<file path="src/rtl/adder_seq_ctrl_pkg.sv">
// -----------------------------------------------------------------------------
// adder_seq_ctrl_pkg
// Shared definitions for the nibble-serial adder sequencer.
//   state_t  : controller state encoding (IDLE / RUN / DONE)
//   NIBBLE_W : width of one slice handled by the shared 4-bit adder
// -----------------------------------------------------------------------------
package adder_seq_ctrl_pkg;

    localparam int unsigned NIBBLE_W = 4;

    typedef enum logic [1:0] {
        IDLE = 2'd0,
        RUN  = 2'd1,
        DONE = 2'd2
    } state_t;

endpackage : adder_seq_ctrl_pkg

</file>
<file path="src/rtl/adder.sv">
// -----------------------------------------------------------------------------
// adder
// 4-bit ripple-carry adder.
//   a, b  : 4-bit operands
//   cin   : carry-in
//   s     : 4-bit sum
//   cout  : carry-out of bit 3
// -----------------------------------------------------------------------------
module adder (
    input  logic [3:0] a,
    input  logic [3:0] b,
    input  logic       cin,
    output logic [3:0] s,
    output logic       cout
);

    logic [4:0] w_c;

    always_comb begin
        w_c    = '0;
        s      = '0;
        w_c[0] = cin;
        for (int unsigned i = 0; i < 4; i++) begin
            s[i]     = a[i] ^ b[i] ^ w_c[i];
            w_c[i+1] = (a[i] & b[i]) | (w_c[i] & (a[i] ^ b[i]));
        end
    end

    assign cout = w_c[4];

endmodule : adder

</file>
<file path="src/rtl/adder_seq_ctrl.sv">
// -----------------------------------------------------------------------------
// adder_seq_ctrl
// Performs WIDTH-bit additions through a single shared 4-bit adder, one nibble
// per clock, least significant nibble first.
//   clk, rst            : clock, asynchronous active-high reset
//   in_valid / in_ready : operand handshake (in_ready high only in IDLE)
//   in_a, in_b, in_cin  : operands, sampled at the accepting edge only
//   out_valid/out_ready : result handshake (out_valid high only in DONE)
//   out_sum, out_cout   : (A + B + cin) mod 2^WIDTH and carry out of bit WIDTH-1
//   busy                : controller not in IDLE
// -----------------------------------------------------------------------------
module adder_seq_ctrl
    import adder_seq_ctrl_pkg::*;
#(
    parameter int unsigned WIDTH = 16
) (
    input  logic             clk,
    input  logic             rst,
    input  logic             in_valid,
    output logic             in_ready,
    input  logic [WIDTH-1:0] in_a,
    input  logic [WIDTH-1:0] in_b,
    input  logic             in_cin,
    output logic             out_valid,
    input  logic             out_ready,
    output logic [WIDTH-1:0] out_sum,
    output logic             out_cout,
    output logic             busy
);

    localparam int unsigned NIBBLES = WIDTH / NIBBLE_W;
    localparam int unsigned IDX_W   = (NIBBLES > 1) ? $clog2(NIBBLES) : 1;
    localparam logic [IDX_W-1:0] LAST_IDX = IDX_W'(NIBBLES - 1);

    // Operands and result viewed as nibble arrays so the active slice can be
    // selected by comparing against the index rather than by variable shifts.
    state_t                             r_state;
    state_t                             w_state_next;
    logic [IDX_W-1:0]                   r_idx;
    logic                               r_carry;
    logic [NIBBLES-1:0][NIBBLE_W-1:0]   r_a;
    logic [NIBBLES-1:0][NIBBLE_W-1:0]   r_b;
    logic [NIBBLES-1:0][NIBBLE_W-1:0]   r_sum;
    logic                               r_cout;

    logic [NIBBLES-1:0][NIBBLE_W-1:0]   w_sum_next;
    logic [NIBBLE_W-1:0]                w_nib_a;
    logic [NIBBLE_W-1:0]                w_nib_b;
    logic [NIBBLE_W-1:0]                w_nib_s;
    logic                               w_nib_cout;
    logic                               w_last;
    logic                               w_in_ready;
    logic                               w_out_valid;
    logic                               w_busy;

    // ---------------------------------------------------------------------
    // Shared 4-bit adder
    // ---------------------------------------------------------------------
    adder u_adder (
        .a    (w_nib_a),
        .b    (w_nib_b),
        .cin  (r_carry),
        .s    (w_nib_s),
        .cout (w_nib_cout)
    );

    // Nibble select for the adder inputs and nibble insert for the sum.
    always_comb begin
        w_nib_a    = '0;
        w_nib_b    = '0;
        w_sum_next = r_sum;
        for (int unsigned n = 0; n < NIBBLES; n++) begin
            if (r_idx == IDX_W'(n)) begin
                w_nib_a       = r_a[n];
                w_nib_b       = r_b[n];
                w_sum_next[n] = w_nib_s;
            end
        end
    end

    assign w_last = (r_idx == LAST_IDX);

    // ---------------------------------------------------------------------
    // FSM: state register
    // ---------------------------------------------------------------------
    always_ff @(posedge clk or posedge rst) begin
        if (rst) begin
            r_state <= IDLE;
        end else begin
            r_state <= w_state_next;
        end
    end

    // ---------------------------------------------------------------------
    // FSM: next state and state-decoded outputs
    // ---------------------------------------------------------------------
    always_comb begin
        w_state_next = r_state;
        w_in_ready   = 1'b0;
        w_out_valid  = 1'b0;
        w_busy       = 1'b1;
        case (r_state)
            IDLE: begin
                w_in_ready = 1'b1;
                w_busy     = 1'b0;
                if (in_valid) begin
                    w_state_next = RUN;
                end
            end
            RUN: begin
                if (w_last) begin
                    w_state_next = DONE;
                end
            end
            DONE: begin
                w_out_valid = 1'b1;
                if (out_ready) begin
                    w_state_next = IDLE;
                end
            end
            default: begin
                w_state_next = IDLE;
            end
        endcase
    end

    // ---------------------------------------------------------------------
    // Datapath: operand capture, nibble index, carry chain and result
    // ---------------------------------------------------------------------
    always_ff @(posedge clk or posedge rst) begin
        if (rst) begin
            r_idx   <= '0;
            r_carry <= 1'b0;
            r_a     <= '0;
            r_b     <= '0;
            r_sum   <= '0;
            r_cout  <= 1'b0;
        end else begin
            case (r_state)
                IDLE: begin
                    if (in_valid) begin
                        r_a     <= in_a;
                        r_b     <= in_b;
                        r_carry <= in_cin;
                        r_idx   <= '0;
                    end
                end
                RUN: begin
                    r_sum   <= w_sum_next;
                    r_carry <= w_nib_cout;
                    // Index wraps to 0 after the final nibble so it is
                    // already clean for the next operation.
                    if (w_last) begin
                        r_idx  <= '0;
                        r_cout <= w_nib_cout;
                    end else begin
                        r_idx  <= r_idx + IDX_W'(1);
                    end
                end
                default: begin
                end
            endcase
        end
    end

    assign in_ready  = w_in_ready;
    assign out_valid = w_out_valid;
    assign busy      = w_busy;
    assign out_sum   = r_sum;
    assign out_cout  = r_cout;

endmodule : adder_seq_ctrl

</file>
<file path="config.mk">
export PLATFORM = sky130hd
export DESIGN_NAME = adder_seq_ctrl
export DESIGN_NICKNAME = d
export VERILOG_FILES = /design/src/rtl/adder_seq_ctrl_pkg.sv /design/src/rtl/adder.sv /design/src/rtl/adder_seq_ctrl.sv
export SDC_FILE = /design/constraint.sdc
export NUM_CORES = 1
export LEC_CHECK = 0
export BUFFER_PORTS_ARGS = -buffer_cell sky130_fd_sc_hd__buf_4
export CORE_UTILIZATION = 54
export DETAILED_ROUTE_END_ITERATION = 8
export GPL_ROUTABILITY_DRIVEN = 0
export HOLD_SLACK_MARGIN = 0.02
export PLACE_DENSITY_LB_ADDON = 0.25
export SKIP_LAST_GASP = 1
export SLEW_MARGIN = 20
export SYNTH_ARGS = -nofsm -noshare
export SYNTH_HDL_FRONTEND = slang
export SYNTH_SLANG_ARGS = --single-unit
</file>
<file path="constraint.sdc">
create_clock -name clk -period 3.9 [get_ports clk]
set_input_delay 0.39 -clock clk [delete_from_list [all_inputs] [get_ports clk]]
set_output_delay 0.39 -clock clk [all_outputs]
set_load 0.05 [all_outputs]
</file>
### After elaboration in Yosys (flattened, before gate mapping)

Cells that the tools add are included.

* bits in registers: 54
* bits of input ports: 37
* output and inout port bits: 20

* add/subtract/negate cells: 1
* equality and inequality tests: 8
* multiplexer cells: 20
* bitwise logic cells: 20
* reductions and logical operators: 10

Operators with widths (count)
* 4-bit 2-to-1 mux: 8
* 2-bit AND reduction: 6
* 2-bit 2-to-1 mux: 5
* 1-bit AND: 8
* 1-bit XOR: 8
* 2-bit equality test (second input constant): 3
* 2-bit inequality test (second input constant): 3
* 2-bit case mux with 3 select lines: 1
* 2-bit by 1-bit equality test with 1-bit output (second input constant): 2
* 2-bit logical NOT: 2
* 1-bit 2-to-1 mux: 4
* 1-bit OR: 4
* 2-bit case mux with 2 select lines: 1
* 3-bit AND reduction: 1
* 2-bit by 1-bit adder with 2-bit output (second input constant): 1
* 1-bit case mux with 2 select lines: 1
* 2-bit nonzero test: 1

### Depth between registers and ports, before layout

* word-level depth: 15
* mapped depth: 13
* mapped depth without buffers: 12

### Modules after synthesis

Synthesis repeated with hierarchy kept, for this count alone.

* cell total of the unflattened synthesis: 189
* area, all modules: 2595.0 um^2

Modules (own cells, without submodules)
* adder_seq_ctrl: times used 1, cells each 175, area an instance 2477.4 um^2
* adder: times used 1, cells each 14, area an instance 117.6 um^2

### Least setup slack after synthesis

Ideal clock, no wire load.

* path type: flip-flop to flip-flop
* from: register r_idx[0]
* to: register r_sum, in the netlist out_sum[15]
* library setup time: 0.125 ns
* arrival: 2.957 ns
* data required time: 3.775 ns
* slack: 0.818 ns
* cell stages (with the launch flop): 12
* period minus slack after synthesis: 3.082 ns
* cell sequence: dfrtp_1 -> inv_1 -> ha_1 -> nor2_1 -> o211ai_1 -> nand2_1 -> fa_1 -> inv_1 -> fa_1 -> fa_1 -> fa_1 -> mux2_2

* word-level cells in the longest chain between the ends: 13
* elaborated cells on any way between the ends: 27
* classes of those cells: 3 x eq/ne; 8 x mux; 14 x bitwise; 2 x reduce/logical

Ends and longest elaborated chain
* from (decl): line adder_seq_ctrl.sv:39 `logic [IDX_W-1:0] r_idx;`
* from (signal assigned): line adder_seq_ctrl.sv:157 `r_idx <= r_idx + IDX_W'(1);`
* 2-bit logical NOT: line adder_seq_ctrl.sv:73 `if (r_idx == IDX_W'(n)) begin`
* 4-bit 2-to-1 mux (4 in a row): line adder_seq_ctrl.sv:73
* 1-bit XOR: line adder.sv:25 `w_c[i+1] = (a[i] & b[i]) | (w_c[i] & (a[i] ^ b[i]));`
* 1-bit AND: line adder.sv:25
* 1-bit OR: line adder.sv:25
* 1-bit AND: line adder.sv:25
* 1-bit OR: line adder.sv:25
* 1-bit AND: line adder.sv:25
* 1-bit OR: line adder.sv:25
* 1-bit XOR *: line adder.sv:24 `s[i] = a[i] ^ b[i] ^ w_c[i];`
* named net u_adder.s[3]: line adder.sv:13 `output logic [3:0] s,`
* to (signal assigned): line adder_seq_ctrl.sv:149 `r_sum <= w_sum_next;`
* to (decl): line adder_seq_ctrl.sv:43 `logic [NIBBLES-1:0][NIBBLE_W-1:0] r_sum;`

The timed path passes the listed nets; every way through them passes the cells marked *.
A chain may end at the register's enable or synchronous reset.

### Worst setup path in the final report

* from: register r_idx[0]
* to: register r_sum, in the netlist out_sum[7]

The elaborated chain is that of the path after synthesis.

==> results.tsv <==
metric	value	unit
post_cts_buffers	0	
slew_headroom	0.400	
p_leak	0.00148	uW
numClockSinks	54	
dp_cells	287	
port_buffers	56	
worstSkewPairLatency	300	ps
fin_crit_sh	0.899	
cts_root_buffer	clkbuf_8	
drtIter0Drc	86	
synth_cell_types	30	
clk_path_buf_depth	2	
rsz0062_at_grt	no	
layout.nets	287	
synthesis.area	2620	sq um
ys_seq_elements	54	
p_comb_frac	0.572	
ant_nets	0	
design.die.area	5130	sq um
start_kind	register	
worst_ep_required_time	4090	ps
start_util	0.581	
area_growth	19.7	%
grt_pass1_wl	8120	um
hold_violations	0	
p_sw_frac	0.420	
dr.pass1.iters	4	
crit_end	out_sum[7]$_DFFE_PP0P_	
dpl.hpwl	3650	um
fin_ws	395	ps
p_int	1910	uW
crit_path_end_kind	register	
placed_cell_area	3020	sq um
worstPathMaxFanout	10	
arrival	3700	ps
pre_cts_ws	423	ps
fmax	285	MHz
htreeDepth	2	
nFillCells	343	
rows	24	
worstRegToRegCells	11	
critical_path_class	reg -> reg	
r2r_slack	400	ps
final_cell_mix	buf_4, dfrtp_1, mux2_4, mux2_2, nand2_1	
setup_tns	0	ps
synth-seq-area-share	0.516	
final_util	0.696	
wl	4890	um
syn_inst	186	
worstSetupStartpoint	r_idx[0]$_DFFE_PP0P_	
switchingPower	1380	uW
final_common_cell	buf_4	
syn_area_per_cell	14.1	sq um
cts.clk_slew.worst_paths	90	ps
dieHeight	71.6	um
wire_per_inst	16.6	um
p_clk_frac	0.106	
core-area	4500	sq um
pwr-share-seq	0.322	
status	completed	
routed_via_density	5.44	
diodes	0	
cts_tree	done	
finalSetupViolCount	0	
cts_resized	0	
finalInstanceArea	3130	sq um
synth_nets	231	
fin_crit	3500	ps
grt_antenna_before_repair	0	
ys_warn_count	0	
chipWidth	71.6	um
timing.rr.start	r_idx[0]$_DFFE_PP0P_	
drive_gt1_frac	0.457	
regToRegEndpoint	out_sum[7]$_DFFE_PP0P_	
cts_buffers	5	
cap_violations	0	
gr-usage-all-layers	0.208	
io-pin-count	57	
power_density	1050	nW/um^2
grt_start_max_net_pins	55	
slew_viol_final	0	
drc	0	
finClkSkew	6.85	ps
vdd_drop_max	0.000476	V
hold_path.class	in -> async	
tightest_slew	901	ps
grt_pass1_vias	1679	
instances_no_fill	295	
via_count	1604	
overflow	0	
hold_buffers	0	
==> cell type report <==
type                    instances  area, sq um  share of cell area
clock buffers                   8          110              0.0351
inverters                      10         38.8              0.0124
multi-input cells             114         1140               0.364
flip-flops and latches         54         1350               0.431
well taps                      52         65.1              0.0208
repair buffers                 57          428               0.137
==> registers in the layout, summed over array words and instances, names as in the netlist <==
signal    count
r_b          16
r_a          16
out_sum      16
r_idx         2
out_cout      1
r_state       2
r_carry       1
==> power groups by stage <==
| stage | clock network, uW | logic (uW) | registers, uW |
|---|---|---|---|
| floorplan | 0 | 1210 | 1290 |
| global placement | 0 | 1840 | 1060 |
| detailed placement | 0 | 1900 | 1060 |
| CTS | 357 | 1900 | 1060 |
| global route | 376 | 2060 | 1090 |
| finish | 350 | 1880 | 1060 |
==> synth_stat cells <==
cell,instances,area share
nor2_1,3,0.0043
ha_1,4,0.019
nor2b_1,3,0.0072
nor2_2,1,0.0024
mux2i_1,4,0.015
dfrtp_1,54,0.52
buf_2,2,0.0038
nand2b_1,5,0.012
a221o_1,1,0.0038
a22oi_1,5,0.014
nand3b_1,6,0.017
mux2_2,13,0.056
a21oi_1,3,0.0057
inv_1,10,0.014
and2_4,1,0.0033
a32o_1,1,0.0038
a31oi_1,2,0.0048
o211ai_1,1,0.0029
mux2_4,30,0.17
mux2_1,2,0.0086
nand2_1,11,0.016
fa_1,4,0.031
o21bai_1,1,0.0029
nor3b_1,3,0.0086
buf_6,1,0.0043
a221oi_1,3,0.010
o21ai_0,5,0.0096
clkbuf_1,2,0.0029
buf_12,3,0.023
o31ai_1,2,0.0057
==> kinds of logic after synthesis <==
group,after synthesis,synth area share
DFF,54,0.516
muxes,49,0.252
buffers and inverters,18,0.0483
AOI/OAI and AO/OA,24,0.0635
and+or+nand+nor,33,0.0707
adders and majority gates,8,0.0497
==> worst max-delay path, cell delays in order (launching register included) <==
cell and delay, ps:
dfrtp_1 420, inv_1 80, ha_1 340, nor2_1 470, o211ai_1 160, nand2_1 130, fa_1 180, inv_1 50
fa_1 370, fa_1 420, fa_1 500, mux2_2 280
==> worst min-delay path by stage <==
stage | slack, ps | endpoint | cells past startpoint | start
6_report | 240 | r_b[12]$_DFFE_PP0P_ | 2 | rst
5_1_grt | 240 | r_state[1]$_DFFE_PP0P_ | 2 | out_ready
4_1_cts | 250 | r_state[1]$_DFFE_PP0P_ | 2 | out_ready
3_5_place_dp | 470 | out_sum[4]$_DFFE_PP0P_ | 2 | out_sum[4]$_DFFE_PP0P_
3_3_place_gp | 460 | out_sum[12]$_DFFE_PP0P_ | 2 | out_sum[12]$_DFFE_PP0P_
2_1_floorplan | 460 | r_a[1]$_DFFE_PP0P_ | 1 | r_a[1]$_DFFE_PP0P_
==> metrics by stage <==
stage / power [uW] / hold WS, ps
global placement: 2900 / 464
floorplan: 2500 / 458
CTS: 3320 / 250
finish: 3280 / 236
global route: 3520 / 242
detailed placement: 2970 / 472
==> layer usage <==
metal,global-route usage,vias up,routed length [um]
met5,0,-,0
met2,0.343,43,2390
li1,-,762,-
met3,0.0478,2,211
met1,0.284,797,2280
met4,0.0479,0,13
Power figures use the tool's default switching activity.
